===== src/rtl/stype_store_if.sv =====
// Store-unit bus: instruction handshake, register-file read ports,
// data-memory write port and completion status.
interface stype_store_if #(
    parameter int CNT_W = 16
);
    logic             instr_valid;
    logic             instr_ready;
    logic [31:0]      instr;
    logic [4:0]       rr1;
    logic [4:0]       rr2;
    logic [63:0]      rdata1;
    logic [63:0]      rdata2;
    logic             mem_wr;
    logic [63:0]      mem_addr;
    logic [63:0]      mem_wdata;
    logic [7:0]       mem_be;
    logic             mem_ack;
    logic             done;
    logic             error;
    logic [1:0]       err_code;
    logic [CNT_W-1:0] store_count;

    modport slave (
        input  instr_valid, instr, rdata1, rdata2, mem_ack,
        output instr_ready, rr1, rr2, mem_wr, mem_addr, mem_wdata, mem_be,
               done, error, err_code, store_count
    );

    modport master (
        output instr_valid, instr, rdata1, rdata2, mem_ack,
        input  instr_ready, rr1, rr2, mem_wr, mem_addr, mem_wdata, mem_be,
               done, error, err_code, store_count
    );
endinterface


===== src/rtl/stype_store_unit.sv =====
// Multi-cycle RISC-V S-type store executor: reads rs1/rs2, forms rs1 + sext(imm)
// and issues one lane-aligned byte-enabled write with ack/timeout.
module stype_store_unit #(
    parameter int TIMEOUT = 16,
    parameter int CNT_W   = 16
) (
    input logic          clk,
    input logic          rst,
    stype_store_if.slave bus
);
    localparam int               TMO_W     = (TIMEOUT > 1) ? $clog2(TIMEOUT) : 1;
    localparam logic [TMO_W-1:0] TMO_LAST  = TMO_W'(TIMEOUT - 1);
    localparam logic [6:0]       OPC_STORE = 7'b0100011;

    typedef enum logic [2:0] {
        S_IDLE,
        S_READ,
        S_ADDR,
        S_MEM,
        S_DONE
    } state_t;

    state_t           state;
    logic [TMO_W-1:0] tmo_cnt;
    logic [CNT_W-1:0] cnt_q;

    logic [11:0]      imm_raw_p0;
    logic [2:0]       funct3_p0;
    logic [6:0]       opcode_p0;
    logic [63:0]      base_p0;
    logic [63:0]      sdata_p0;

    logic signed [63:0] imm_p1;
    logic [63:0]        addr_p1;
    logic               illegal_p1;
    logic               misaligned_p1;
    logic [7:0]         be_p1;
    logic [63:0]        wdata_p1;

    function automatic logic signed [63:0] sext12(input logic [11:0] v);
        return {{52{v[11]}}, v};
    endfunction

    function automatic logic misaligned_for(input logic [1:0] sz, input logic [2:0] off);
        logic m;
        case (sz)
            2'd0:    m = 1'b0;
            2'd1:    m = off[0];
            2'd2:    m = |off[1:0];
            default: m = |off;
        endcase
        return m;
    endfunction

    function automatic logic [7:0] lane_be(input logic [1:0] sz, input logic [2:0] off);
        logic [7:0] m;
        case (sz)
            2'd0:    m = 8'h01;
            2'd1:    m = 8'h03;
            2'd2:    m = 8'h0F;
            default: m = 8'hFF;
        endcase
        return m << off;
    endfunction

    function automatic logic [63:0] lane_data(input logic [63:0] d, input logic [2:0] off);
        return d << {off, 3'b000};
    endfunction

    // ADDR stage: effective address, legality and lane placement
    always_comb begin
        imm_p1        = sext12(imm_raw_p0);
        addr_p1       = base_p0 + $unsigned(imm_p1);
        illegal_p1    = (opcode_p0 != OPC_STORE) || funct3_p0[2];
        misaligned_p1 = misaligned_for(funct3_p0[1:0], addr_p1[2:0]);
        be_p1         = lane_be(funct3_p0[1:0], addr_p1[2:0]);
        wdata_p1      = lane_data(sdata_p0, addr_p1[2:0]);
    end

    // Instruction fields and operands carry no reset; they are always written before use
    always_ff @(posedge clk) begin
        if (state == S_IDLE && bus.instr_valid) begin
            imm_raw_p0 <= {bus.instr[31:25], bus.instr[11:7]};
            funct3_p0  <= bus.instr[14:12];
            opcode_p0  <= bus.instr[6:0];
        end
        if (state == S_READ) begin
            base_p0  <= bus.rdata1;
            sdata_p0 <= bus.rdata2;
        end
    end

    always_ff @(posedge clk or posedge rst) begin
        if (rst) begin
            state           <= S_IDLE;
            tmo_cnt         <= '0;
            cnt_q           <= '0;
            bus.instr_ready <= 1'b1;
            bus.rr1         <= '0;
            bus.rr2         <= '0;
            bus.mem_wr      <= 1'b0;
            bus.mem_addr    <= '0;
            bus.mem_wdata   <= '0;
            bus.mem_be      <= '0;
            bus.done        <= 1'b0;
            bus.error       <= 1'b0;
            bus.err_code    <= 2'b00;
        end else begin
            case (state)
                S_IDLE: begin
                    if (bus.instr_valid) begin
                        bus.rr1         <= bus.instr[19:15];
                        bus.rr2         <= bus.instr[24:20];
                        bus.error       <= 1'b0;
                        bus.err_code    <= 2'b00;
                        bus.instr_ready <= 1'b0;
                        state           <= S_READ;
                    end
                end
                S_READ: begin
                    state <= S_ADDR;
                end
                S_ADDR: begin
                    if (illegal_p1 || misaligned_p1) begin
                        bus.error    <= 1'b1;
                        bus.err_code <= illegal_p1 ? 2'b01 : 2'b10;
                        bus.done     <= 1'b1;
                        state        <= S_DONE;
                    end else begin
                        bus.mem_addr  <= addr_p1;
                        bus.mem_be    <= be_p1;
                        bus.mem_wdata <= wdata_p1;
                        bus.mem_wr    <= 1'b1;
                        tmo_cnt       <= '0;
                        state         <= S_MEM;
                    end
                end
                S_MEM: begin
                    // An ack in the final allowed cycle still counts as success
                    if (bus.mem_ack) begin
                        bus.mem_wr <= 1'b0;
                        cnt_q      <= cnt_q + 1'b1;
                        bus.done   <= 1'b1;
                        state      <= S_DONE;
                    end else if (tmo_cnt == TMO_LAST) begin
                        bus.mem_wr   <= 1'b0;
                        bus.error    <= 1'b1;
                        bus.err_code <= 2'b11;
                        bus.done     <= 1'b1;
                        state        <= S_DONE;
                    end else begin
                        tmo_cnt <= tmo_cnt + 1'b1;
                    end
                end
                S_DONE: begin
                    bus.done        <= 1'b0;
                    bus.instr_ready <= 1'b1;
                    state           <= S_IDLE;
                end
                default: begin
                    state           <= S_IDLE;
                    bus.instr_ready <= 1'b1;
                    bus.mem_wr      <= 1'b0;
                    bus.done        <= 1'b0;
                end
            endcase
        end
    end

    assign bus.store_count = cnt_q;

endmodule


===== src/flat_wrapper.sv =====
// flat-port wrapper written by rule: the top's interface ports become plain ports
module stype_store_unit_flat 
#(
    parameter int TIMEOUT = 16,
    parameter int CNT_W   = 16
)
  (clk, rst, bus_instr_valid, bus_instr, bus_rdata1, bus_rdata2, bus_mem_ack, bus_instr_ready, bus_rr1, bus_rr2, bus_mem_wr, bus_mem_addr, bus_mem_wdata, bus_mem_be, bus_done, bus_error, bus_err_code, bus_store_count);
  stype_store_if #(.CNT_W(CNT_W)) bus_i ();
  input logic clk;
  input logic rst;
  input wire logic [$bits(bus_i.instr_valid)-1:0] bus_instr_valid;
  input wire logic [$bits(bus_i.instr)-1:0] bus_instr;
  input wire logic [$bits(bus_i.rdata1)-1:0] bus_rdata1;
  input wire logic [$bits(bus_i.rdata2)-1:0] bus_rdata2;
  input wire logic [$bits(bus_i.mem_ack)-1:0] bus_mem_ack;
  output wire logic [$bits(bus_i.instr_ready)-1:0] bus_instr_ready;
  output wire logic [$bits(bus_i.rr1)-1:0] bus_rr1;
  output wire logic [$bits(bus_i.rr2)-1:0] bus_rr2;
  output wire logic [$bits(bus_i.mem_wr)-1:0] bus_mem_wr;
  output wire logic [$bits(bus_i.mem_addr)-1:0] bus_mem_addr;
  output wire logic [$bits(bus_i.mem_wdata)-1:0] bus_mem_wdata;
  output wire logic [$bits(bus_i.mem_be)-1:0] bus_mem_be;
  output wire logic [$bits(bus_i.done)-1:0] bus_done;
  output wire logic [$bits(bus_i.error)-1:0] bus_error;
  output wire logic [$bits(bus_i.err_code)-1:0] bus_err_code;
  output wire logic [$bits(bus_i.store_count)-1:0] bus_store_count;
  assign bus_i.instr_valid = bus_instr_valid;
  assign bus_i.instr = bus_instr;
  assign bus_i.rdata1 = bus_rdata1;
  assign bus_i.rdata2 = bus_rdata2;
  assign bus_i.mem_ack = bus_mem_ack;
  assign bus_instr_ready = bus_i.instr_ready;
  assign bus_rr1 = bus_i.rr1;
  assign bus_rr2 = bus_i.rr2;
  assign bus_mem_wr = bus_i.mem_wr;
  assign bus_mem_addr = bus_i.mem_addr;
  assign bus_mem_wdata = bus_i.mem_wdata;
  assign bus_mem_be = bus_i.mem_be;
  assign bus_done = bus_i.done;
  assign bus_error = bus_i.error;
  assign bus_err_code = bus_i.err_code;
  assign bus_store_count = bus_i.store_count;
  stype_store_unit #(.TIMEOUT(TIMEOUT), .CNT_W(CNT_W)) u_core (.clk(clk), .rst(rst), .bus(bus_i));
endmodule

===== config.mk =====
export PLATFORM = sky130hd
export DESIGN_NAME = stype_store_unit_flat
export DESIGN_NICKNAME = d
export VERILOG_FILES = /design/src/rtl/stype_store_if.sv /design/src/rtl/stype_store_unit.sv /design/src/flat_wrapper.sv
export SDC_FILE = /design/constraint.sdc
export NUM_CORES = 1
export LEC_CHECK = 0
export CORE_ASPECT_RATIO = 0.9
export CORE_MARGIN = 4
export CORE_UTILIZATION = 44
export CTS_CLUSTER_DIAMETER = 60
export DETAILED_ROUTE_END_ITERATION = 8
export GPL_ROUTABILITY_DRIVEN = 1
export PLACE_DENSITY = 0.7
export SLEW_MARGIN = 20
export SYNTH_ARGS = -nofsm -noshare
export SYNTH_HDL_FRONTEND = slang
export SYNTH_SLANG_ARGS = --single-unit

===== constraint.sdc =====
create_clock -name clk -period 25.7 [get_ports clk]
set_clock_uncertainty 0.1 [all_clocks]
set_input_delay 5.14 -clock clk [delete_from_list [all_inputs] [get_ports clk]]
set_output_delay 5.14 -clock clk [all_outputs]
set_load 0.01 [all_outputs]

# --- Word-level counts from Yosys, hierarchy flattened ---
# Cells that the tools add are included.
classes:
  add_sub_neg: 3
  n_eq_ne: 15
  shifts: 2
  muxes: 29
  bitwise: 4
  reduce_logical: 21
op_table:
  columns: ["cell", "count"]
  rows:
  - ["64-bit adder", 1]
  - ["64-bit by 6-bit << shifter with 64-bit output", 1]
  - ["8-bit one-hot mux with 3 select lines", 1]
  - ["16-bit by 1-bit adder with 16-bit output (second input constant)", 1]
  - ["3-bit two-way mux", 4]
  - ["4-bit two-way mux", 3]
  - ["1-bit one-hot mux with 3 select lines", 4]
  - ["3-bit one-hot mux with 4 select lines", 1]
  - ["2-bit two-way mux", 5]
  - ["2-bit AND reduction", 5]
  - ["3-bit OR reduction", 3]
  - ["1-bit two-way mux", 8]
  - ["2-bit != test (second input constant)", 4]
  - ["4-bit one-hot mux with 2 select lines", 1]
  - ["8-bit by 3-bit << shifter with 8-bit output", 1]
  - ["7-bit by 6-bit != test with 1-bit output (second input constant)", 1]
  - ["3-bit by 2-bit equality test with 1-bit output (second input constant)", 2]
  - ["2-bit one-hot mux with 3 select lines", 1]
  - ["3-bit AND reduction", 2]
  - ["5-bit AND reduction", 1]
  - ["4-bit by 1-bit adder with 4-bit output (second input constant)", 1]
  - ["4-bit equality test (second input constant)", 1]
  - ["2-bit by 1-bit != test with 1-bit output (second input constant)", 2]
  - ["1-bit inverter", 4]
  - ["other kinds (14)", 16]
word_totals:
  reg_bits: 325
  inputBits: 164
  output_inout_bits: 168
  wordCells: 92

# --- Longest topological paths before layout ---
# Gate-level depths: netlist of the first run.
logic_depth:
  depth_word: 6
  depth_mapped: 13
  ltp_nobuf: 12

# --- Worst setup path before layout of the first run ---
# No wires, ideal clock.
synth_timing:
  path_kind: "register to register"
  from: "reg u_core.state[0]"
  to: "reg u_core.base_p0[0] (enable)"
  setup_time_ps: 773
  t_arrival_ps: 9398
  required_time_ps: 24827
  setup_slack_ps: 15429
  stages_incl_launch_ff: 4
  path_buffers: 1
  period_less_slack_ps: 10271
  path_cell_list: "dfrtp_1 clkbuf_1 inv_1 nor3_1"
synth_via:
  elab_chain_len: 1
synth_lines:
  columns: ["item", "line_no", "rtl"]
  rows:
  - ["from (decl)", "stype_store_unit.sv:23", "state_t state;"]
  - ["from (signal assigned)", "stype_store_unit.sv:95", "state <= S_IDLE;"]
  - ["from (signal assigned)", "stype_store_unit.sv:117", "state <= S_READ;"]
  - ["from (signal assigned)", "stype_store_unit.sv:121", "state <= S_ADDR;"]
  - ["3-bit by 1-bit equality test with 1-bit output", "stype_store_unit.sv:87", "if (state == S_READ) begin"]
  - ["to (signal assigned)", "stype_store_unit.sv:88", "base_p0 <= bus.rdata1;"]
  - ["to (decl)", "stype_store_unit.sv:30", "logic [63:0] base_p0;"]
# No other way between the ends.
# A chain may end at the register's enable or synchronous reset.

# --- Worst setup path after layout of the first run ---
layout_timing:
  from: "reg u_core.bus.instr_ready"
  to: "out bus_instr_ready"
layout_rtl:
  columns: ["item", "line_no", "rtl"]
  rows:
  - ["from (decl)", "stype_store_if.sv:25", "output instr_ready, rr1, rr2, mem_wr, mem_addr, mem_wdata, mem_be,"]
  - ["from (signal assigned)", "stype_store_unit.sv:98", "bus.instr_ready <= 1'b1;"]
  - ["from (signal assigned)", "stype_store_unit.sv:116", "bus.instr_ready <= 1'b0;"]
  - ["from (signal assigned)", "stype_store_unit.sv:157", "bus.instr_ready <= 1'b1;"]
  - ["to (decl)", "flat_wrapper.sv:16", "output wire logic [$bits(bus_i.instr_ready)-1:0] bus_instr_ready;"]
# No word-level cell between the ends.

==> flow_metrics.tcl, run 1 <==
set metrics [dict create \
    outcome "completed" \
    drtPass1Iterations 7 \
    post_cts_buffers 0 \
    cp_data_arrival_time_ps 1570 \
    detailed_place_hpwl_mm 34.07 \
    crit_buf_inv 1 \
    path_delay_family "buffers and inverters" \
    ys_seq_area_frac 0.5414 \
    numCtsBuffers 37 \
    sw_frac_of_total 0.3833 \
    grt_pass1_vias 12870 \
    remaining_drc_errors 0 \
    worst_pin_slew_ps 1046 \
    syn_area_per_cell_um2 10.70 \
    worstHoldPathCells 2 \
    syn-num-nets 1764 \
    cts_resized 0 \
    pin_count 332 \
    post-route-min-period_ps 6807 \
    crit_required_ps 20460 \
    grt_start_max_net_pins 120 \
    io_buffers 331 \
    slew_violations 0 \
    vias_per_cell 5.572 \
    ys.flop_type "dfrtp_1" \
    finalNetCount 2059 \
    gp_congestion 0.8790 \
    max_cap_violations 0 \
    crit_type "reg -> out" \
    avgRoutedWirePerCell_um 20.05 \
    setup_tns_ps 0 \
    drt_wl_total_mm 46.86 \
    seqPwrFrac 0.334 \
    rows 66 \
    crit_cells 1 \
    start_kind "flop" \
    hp-class "reg -> reg" \
    synthesis.area_um2 16410 \
    grt_pass1_wl_mm 72.39 \
    rr_worst_depth 11 \
    slowest_delay_ps 530 \
    final.period_utilization 0.2649 \
    path_cells "clkdlybuf4s50_1" \
    slew_headroom 0.2972 \
    drt-initial-drc-count 1132 \
    cts_tree "built" \
    switchingPower_mw 0.8319 \
    die_h_um 191.2 \
    synth_seq_cells 325 \
    cp-end-kind "primary output" \
    overflow 0 \
    cts_hold_buf 0 \
    dieArea_um2 40450 \
    leakage_nw 8.611 \
    synthCells 1534 \
    cp_max_fo 2 \
    grt_use_total 0.2251 \
    antenna_found_initial 5 \
    p_clk_frac 0.234 \
    postRouteAntennaNets 0 \
    critPathSlowestCell "clkdlybuf4s50_1" \
    pwr-share-comb 0.432 \
    power.density_nw_per_um2 101.9 \
    synth_cell_types 71 \
    finalPower_mw 2.170 \
    fmax_mhz 146.9 \
    die_x_um 211.6 \
    htree_levels 2 \
    coreArea_um2 36500 \
    peakVddDrop_v 0.00005789 \
    clock_tree.root_cell "clkbuf_16" \
    clk_latency_ps 530 \
    final_cell_mix "331 x clkdlybuf4s50_1, 238 x nand2_1, 174 x dfrtp_1" \
    layout-drive-gt1-share 0.06516 \
    mostFrequentLayoutCell "clkdlybuf4s50_1" \
    synth_edf_count 150 \
    area_delta_synth_final_pct 29.85 \
    finalHoldViolCount 0 \
    synth_async_sr_flop_share 0.5385 \
    p_int_mw 1.338 \
    cts_sinks 325 \
    ys.warnings.count 0 \
    rsz0062_at_grt "no" \
    setup_violations 0 \
    initial_core_util 0.4496 \
    vias 13020 \
    clk_pin_slew_ps 60 \
    clk_path_buf_depth 3 \
]
flip-flops by register name (all words and copies together) (netlist names), 2 cells and up:
signal                  count
u_core.base_p0             64
u_core.bus.mem_addr        64
u_core.bus.mem_wdata       64
u_core.sdata_p0            64
u_core.bus.store_count     16
u_core.imm_raw_p0          12
u_core.bus.mem_be           8
u_core.opcode_p0            7
u_core.bus.rr1              5
u_core.bus.rr2              5
u_core.tmo_cnt              4
u_core.funct3_p0            3
u_core.state                3
u_core.bus.err_code         2
per-stage QoR:
stage	setup slack, ps	hold WS (ps)	area (µm²)	instances	util
CTS	18860	371.3	21270	2332	0.5826
global route	18690	389.8	21310	2337	0.5838
detailed placement	18380	359.3	20100	2265	0.5507
floorplan	15430	373.5	16410	1534	-
global placement	18430	353.6	20100	2265	0.5507
finish	18890	365.6	21310	2337	0.5838
metal layers:
| metal | wire length [µm] | vias up | part of all wire | GRT usage |
|---|---|---|---|---|
| met4 | 1489 | 2 | 0.032 | 0.07481 |
| met1 | 20240 | 6254 | 0.43 | 0.3091 |
| li1 | - | 6202 | - | - |
| met2 | 22040 | 478 | 0.47 | 0.3625 |
| met5 | 12 | - | 0.00026 | 0 |
| met3 | 3072 | 85 | 0.066 | 0.04201 |
logic make-up after synthesis:
family | count (synthesis) | share of synthesized area
xor gates and xnor gates | 75 | 0.04049
adders and majority gates | 66 | 0.05078
DFF | 325 | 0.5414
muxes | 77 | 0.05467
and+or+nand+nor | 470 | 0.1307
AOI/OAI and AO/OA | 417 | 0.1563
buffers and inverters | 104 | 0.02562
power groups by stage:
stage,Combinational [mW],Sequential (mW),Clock (mW)
after floorplan,0.655,0.743,0
after global placement,0.915,0.731,0
after detailed placement,0.925,0.732,0
after CTS,0.931,0.724,0.520
after global routing,1.03,0.733,0.543
final,0.937,0.724,0.509
tightest hold or removal path, stage by stage, from the launching register on:
cell	delay, ps
dfrtp_1	340
nand2_1	50
nand2_1	50
Yosys cell counts, drive strengths merged (24+ instances only):
library cell  instances  share of area
nand3                39          0.012
xnor2                41          0.022
mux2i                48          0.029
clkbuf               67          0.015
nand2               238          0.054
o31ai                24          0.012
nor2                 66          0.015
nor3                 27         0.0082
xor2                 34          0.019
o21ai               137          0.042
a21o                 39          0.018
ha                   65          0.050
edfxtp              150           0.27
a21oi               119          0.037
nand4                28          0.011
dfrtp               174           0.27
area by class of cell:
cell class                      instances  area, µm²
Fill cell                            3082      15190
Inverter                               16      67.56
Sequential cell                       325       8885
Tap cell                              476      595.6
Antenna cell                            4      10.01
Timing Repair Buffer                  344       3435
Clock buffer                           52       1035
Clock inverter                         15      131.4
Multi-Input combinational cell       1105       7149
path summary, 6_finish.rpt:
| path | from | end | slack [ps] |
|---|---|---|---|
| worst max-delay path | u_core.bus.instr_ready | bus_instr_ready | 18890 |
| worst min register to register | u_core.bus.mem_wdata[24] | u_core.bus.mem_wdata[24] | 370 |
| worst max register to register | u_core.base_p0[0] | u_core.bus.mem_addr[57] | 21650 |
| worst min-delay path | u_core.bus.mem_wdata[24] | u_core.bus.mem_wdata[24] | 370 |
| min in group asynchronous | rst | u_core.bus.rr1[2] | 5060 |
| max in group asynchronous | rst | u_core.bus.mem_wdata[49] | 19000 |
No activity file was read; power rests on OpenSTA's default activity.
==> run 2, diff against run 1 <==
- clock period: 25.7 -> 6.6 ns (I/O delays scaled with it)
==> flow_metrics.tcl, run 2 (synthesis gave the netlist of run 1 again) <==
set metrics [dict create \
    path_delay_family "simple AND/OR/NAND/NOR gates" \
    antenna_found_initial 5 \
    setup_violations 0 \
    rsz0062_at_grt "no" \
    slowest_delay_ps 580 \
    crit_buf_inv 2 \
    drtPass1Iterations 5 \
    path_cells "ha_4 > fa_4 > xor2_2 > buf_4 > a21oi_1 > o21ai_1 > or3_1 > or2_4 > buf_12 > or4_1 > nand3_1" \
    final.period_utilization 0.6294 \
    area_delta_synth_final_pct 29.77 \
    cts_hold_buf 0 \
    reg2reg_slack_ps 2450 \
    outcome "completed" \
    clk_pin_slew_ps 60 \
    pin_count 332 \
    remaining_drc_errors 0 \
    start_kind "flop" \
    cts_sinks 325 \
    setup_tns_ps 0 \
    drt-initial-drc-count 975 \
    final_cell_mix "331 x clkdlybuf4s50_1, 238 x nand2_1, 174 x dfrtp_1" \
    peakVddDrop_v 0.0002578 \
    clk_latency_ps 530 \
    critPathSlowestCell "or2_4" \
    final-instance-count-excl-fill 2333 \
    overflow 0 \
    dieArea_um2 40450 \
    finalHoldViolCount 0 \
    mostFrequentLayoutCell "clkdlybuf4s50_1" \
    max_cap_violations 0 \
    io_buffers 331 \
    finalNetCount 2056 \
    vias 13010 \
    coreArea_um2 36500 \
    cts_resized 0 \
    cts_tree "built" \
    rr_worst_depth 11 \
    r2r-start "u_core.base_p0[0]" \
    cp-end-kind "flop" \
    fillCellCount 3079 \
    clock_tree.root_cell "clkbuf_16" \
    layout-drive-gt1-share 0.06472 \
    rows 66 \
    avgRoutedWirePerCell_um 20.10 \
    vias_per_cell 5.578 \
    grt_pass1_wl_mm 72.27 \
    power.density_nw_per_um2 397.2 \
    slew_violations 0 \
    initial_core_util 0.4496 \
    hp-class "reg -> reg" \
    crit_end "u_core.bus.mem_addr[57]" \
    postRouteAntennaNets 0 \
    startpoint "u_core.base_p0[0]" \
    grt_pass1_vias 12990 \
    crit_required_ps 6950 \
    die_h_um 191.2 \
    htree_levels 2 \
    r2r-end "u_core.bus.mem_addr[57]" \
    numCtsBuffers 36 \
    crit_type "reg -> reg" \
    detailed_place_hpwl_mm 34.29 \
    clk_path_buf_depth 3 \
    dp_cells 2264 \
    drt_wl_total_mm 46.90 \
    cp_data_arrival_time_ps 4510 \
    post-route-min-period_ps 4154 \
    grt_start_max_net_pins 130 \
    leakage_nw 8.597 \
    grt_use_total 0.2246 \
    fmax_mhz 240.7 \
    die_x_um 211.6 \
    post_cts_buffers 0 \
    crit_cells 11 \
    slew_headroom 0.2661 \
    gp_congestion 0.8626 \
    cp_max_fo 129 \
    worst_pin_slew_ps 1092 \
]
[run 2: cell count changes in the layout (fill, tap and decap cells not counted), sizes merged]
cell,previous run,this run
clkinv,11,5
bufinv,2,1
inv,18,20
clkbuf,52,55
diode,4,3
clkinvlp,0,1
buf,13,11
[run 2: how the worst min path moves through the flow]
| stage | startpoint | cells after the start | endpoint |
|---|---|---|---|
| after floorplan | u_core.tmo_cnt[1] | 2 | u_core.tmo_cnt[1] |
| after global placement | u_core.bus.mem_addr[33] | 2 | u_core.bus.mem_addr[33] |
| after detailed placement | u_core.bus.mem_wdata[7] | 2 | u_core.bus.mem_wdata[7] |
| after CTS | u_core.bus.mem_wdata[7] | 2 | u_core.bus.mem_wdata[7] |
| after global routing | u_core.bus.mem_wdata[1] | 2 | u_core.bus.mem_wdata[1] |
| final | u_core.bus.mem_wdata[7] | 2 | u_core.bus.mem_wdata[7] |
[run 2: worst register-to-register path: cells and delay by family, from the launching register on]
kind            cells  cell delay [ps]
flops               1              420
buf+inv             2              700
simple gates        4             1760
xor+xnor            1              160
fa+ha+maj           2              670
compound gates      2              280
[run 2: where the power goes]
part           switching (mW)  total, mW  internal (mW)  leakage (nW)
clock network           0.817       1.99           1.17         0.571
logic                    2.20       3.64           1.45          4.23
registers               0.237       2.82           2.59          3.80
[run 2: routing by layer]
metal	track usage	up-vias	share of wire
met5	0	-	0.00058
met4	0.06936	4	0.028
met1	0.2959	6273	0.43
met2	0.3746	452	0.48
li1	-	6198	-
met3	0.04775	86	0.067
[run 2: layout make-up]
type | instances | area [µm²] | area share
multi-input combinational | 1105 | 7162 | 0.3363
inverter | 16 | 67.56 | 0.003173
sequential | 325 | 8885 | 0.4172
antenna | 3 | 7.507 | 0.0003525
timing repair buffer | 342 | 3408 | 0.1601
clock buffer | 55 | 1076 | 0.05053
clock inverter | 11 | 92.59 | 0.004348
tap | 476 | 595.6 | 0.02797
[run 2: through the flow]
stage	instance area (µm²)	utilization	hold WS [ps]	setup slack [ps]	power, mW
6_report	21290	0.5834	366.1	2446	8.457
4_1_cts	21280	0.5830	371.9	2465	8.477
2_1_floorplan	16410	-	373.5	258.2	5.400
3_5_place_dp	20110	0.5510	357.9	2490	6.458
5_1_grt	21290	0.5834	382.6	2087	8.973
3_3_place_gp	20110	0.5510	349.7	2569	6.401
==> run 3, diff against run 2 <==
- clock period: 6.6 -> 4 ns (I/O delays scaled with it)
==> flow_metrics.tcl, run 3 (synthesis gave the netlist of run 1 again) <==
set metrics [dict create \
    final-instance-count-excl-fill 2347 \
    reg2reg_slack_ps 350 \
    grt_start_max_net_pins 129 \
    rsz0062_at_grt "no" \
    drtPass1Iterations 5 \
    die_x_um 211.6 \
    mostFrequentLayoutCell "clkdlybuf4s50_1" \
    fmax_mhz 274.3 \
    pin_count 332 \
    r2r-start "u_core.base_p0[0]" \
    coreArea_um2 36500 \
    htree_levels 2 \
    finalPower_mw 13.98 \
    cts_tree "built" \
    worstHoldPathCells 2 \
    max_cap_violations 0 \
    dieArea_um2 40450 \
    grt_pass1_vias 12860 \
    layout-drive-gt1-share 0.07170 \
    crit_type "reg -> reg" \
    multi_input_area_um2 7156 \
    r2r-end "u_core.bus.mem_addr[56]" \
    slew_violations 0 \
    grt_pass1_wl_mm 72.95 \
    rows 66 \
    final_cell_mix "331 x clkdlybuf4s50_1, 238 x nand2_1, 174 x dfrtp_1" \
    grt_use_total 0.2283 \
    leakage_nw 8.659 \
    final.period_utilization 0.9116 \
    dp_cells 2273 \
    pre_cts_ws_ps 201.1 \
    rr_worst_depth 12 \
    initial_core_util 0.4496 \
    cts_hold_buf 0 \
    numCtsBuffers 38 \
    setup_violations 0 \
    postRouteAntennaNets 0 \
    peakVddDrop_v 0.0005023 \
    clk_path_buf_depth 3 \
    start_kind "flop" \
    outcome "completed" \
    die_h_um 191.2 \
    antenna_found_initial 3 \
    cts_sinks 325 \
    fillCellCount 3118 \
    setup_ws_ps 353.8 \
    io_buffers 331 \
    hold_start "u_core.bus.mem_wdata[2]" \
    post-route-min-period_ps 3646 \
    cp-end-kind "flop" \
    gp_congestion 0.8811 \
    vias 12860 \
    regArea_um2 8885 \
    hp-class "reg -> reg" \
    clock_tree.root_cell "clkbuf_16" \
    slew_headroom 0.2736 \
    overflow 0 \
    hold_ws_ps 367.5 \
    clk_latency_ps 530 \
    area_delta_synth_final_pct 30.51 \
    finalNetCount 2071 \
    finalHoldViolCount 0 \
    worst_pin_slew_ps 1081 \
    avgRoutedWirePerCell_um 20.17 \
    cp_max_fo 6 \
    drt_wl_total_mm 47.35 \
    clk_pin_slew_ps 60 \
    vias_per_cell 5.478 \
    remaining_drc_errors 0 \
    detailed_place_hpwl_mm 35.28 \
    drt-initial-drc-count 985 \
    cp_data_arrival_time_ps 3920 \
    power.density_nw_per_um2 652.6 \
    hold_end "u_core.bus.mem_wdata[2]" \
    crit_required_ps 4280 \
]
==> run 3: power by group <==
group	switching, mW	internal [mW]	total (mW)
Clock	1.36	1.88	3.24
Combinational	3.62	2.45	6.07
Sequential	0.398	4.27	4.67
Total	5.38	8.59	14.0
==> run 3: final cells by class <==
| class | count | area share |
|---|---|---|
| sequential | 325 | 0.4149 |
| multi-input combinational | 1105 | 0.3341 |
| timing repair buffer | 355 | 0.1654 |
| clock buffer | 52 | 0.04977 |
| tap | 476 | 0.02781 |
| clock inverter | 16 | 0.004557 |
| inverter | 16 | 0.003213 |
| antenna | 2 | 0.0002337 |
==> run 3: how the worst max path moves through the flow <==
stage	startpoint	to	slack (ps)	cells past startpoint
6_report	u_core.base_p0[0]	u_core.bus.mem_addr[56]	350	12
5_1_grt	u_core.imm_raw_p0[11]	u_core.bus.mem_addr[53]	100	12
4_1_cts	u_core.imm_raw_p0[11]	u_core.bus.mem_addr[53]	160	12
3_5_place_dp	u_core.imm_raw_p0[11]	u_core.bus.mem_addr[53]	200	12
3_3_place_gp	u_core.imm_raw_p0[11]	u_core.bus.mem_addr[53]	250	12
2_1_floorplan	u_core.state[0]	u_core.base_p0[0]	-130	3
==> run 3: through the flow <==
stage               cell area, µm²  setup TNS [ps]  utilization
floorplan                    16440          -16380            -
global placement             20220               0       0.5539
detailed placement           20220               0       0.5539
CTS                          21380               0       0.5858
global route                 21420               0       0.5868
finish                       21420               0       0.5868
==> run 3: critical path: stages (launching register included) <==
cell	delay, ps
edfxtp_1	410
ha_4	190
fa_4	480
a211oi_2	250
nor2_2	90
nor4_4	370
o31ai_4	170
o31ai_1	570
a211oi_2	210
o21ai_2	290
o21ai_1	120
xnor2_1	160
o21ai_1	70
==> run 3: timing repair <==
action,4_1_cts,5_1_grt
setup buffers,0,4
hold endpoints to repair,0,0
endpoints found under the setup margin,0,7
gates resized for setup,0,0
==> run 3: metal layers <==
layer / global-route usage / up-vias / wire [µm]
met3: 0.03692 / 73 / 2574
met2: 0.3770 / 387 / 22670
met5: 0 / - / 13
met4: 0.06515 / 2 / 1250
met1: 0.3138 / 6160 / 20840
li1: - / 6234 / -
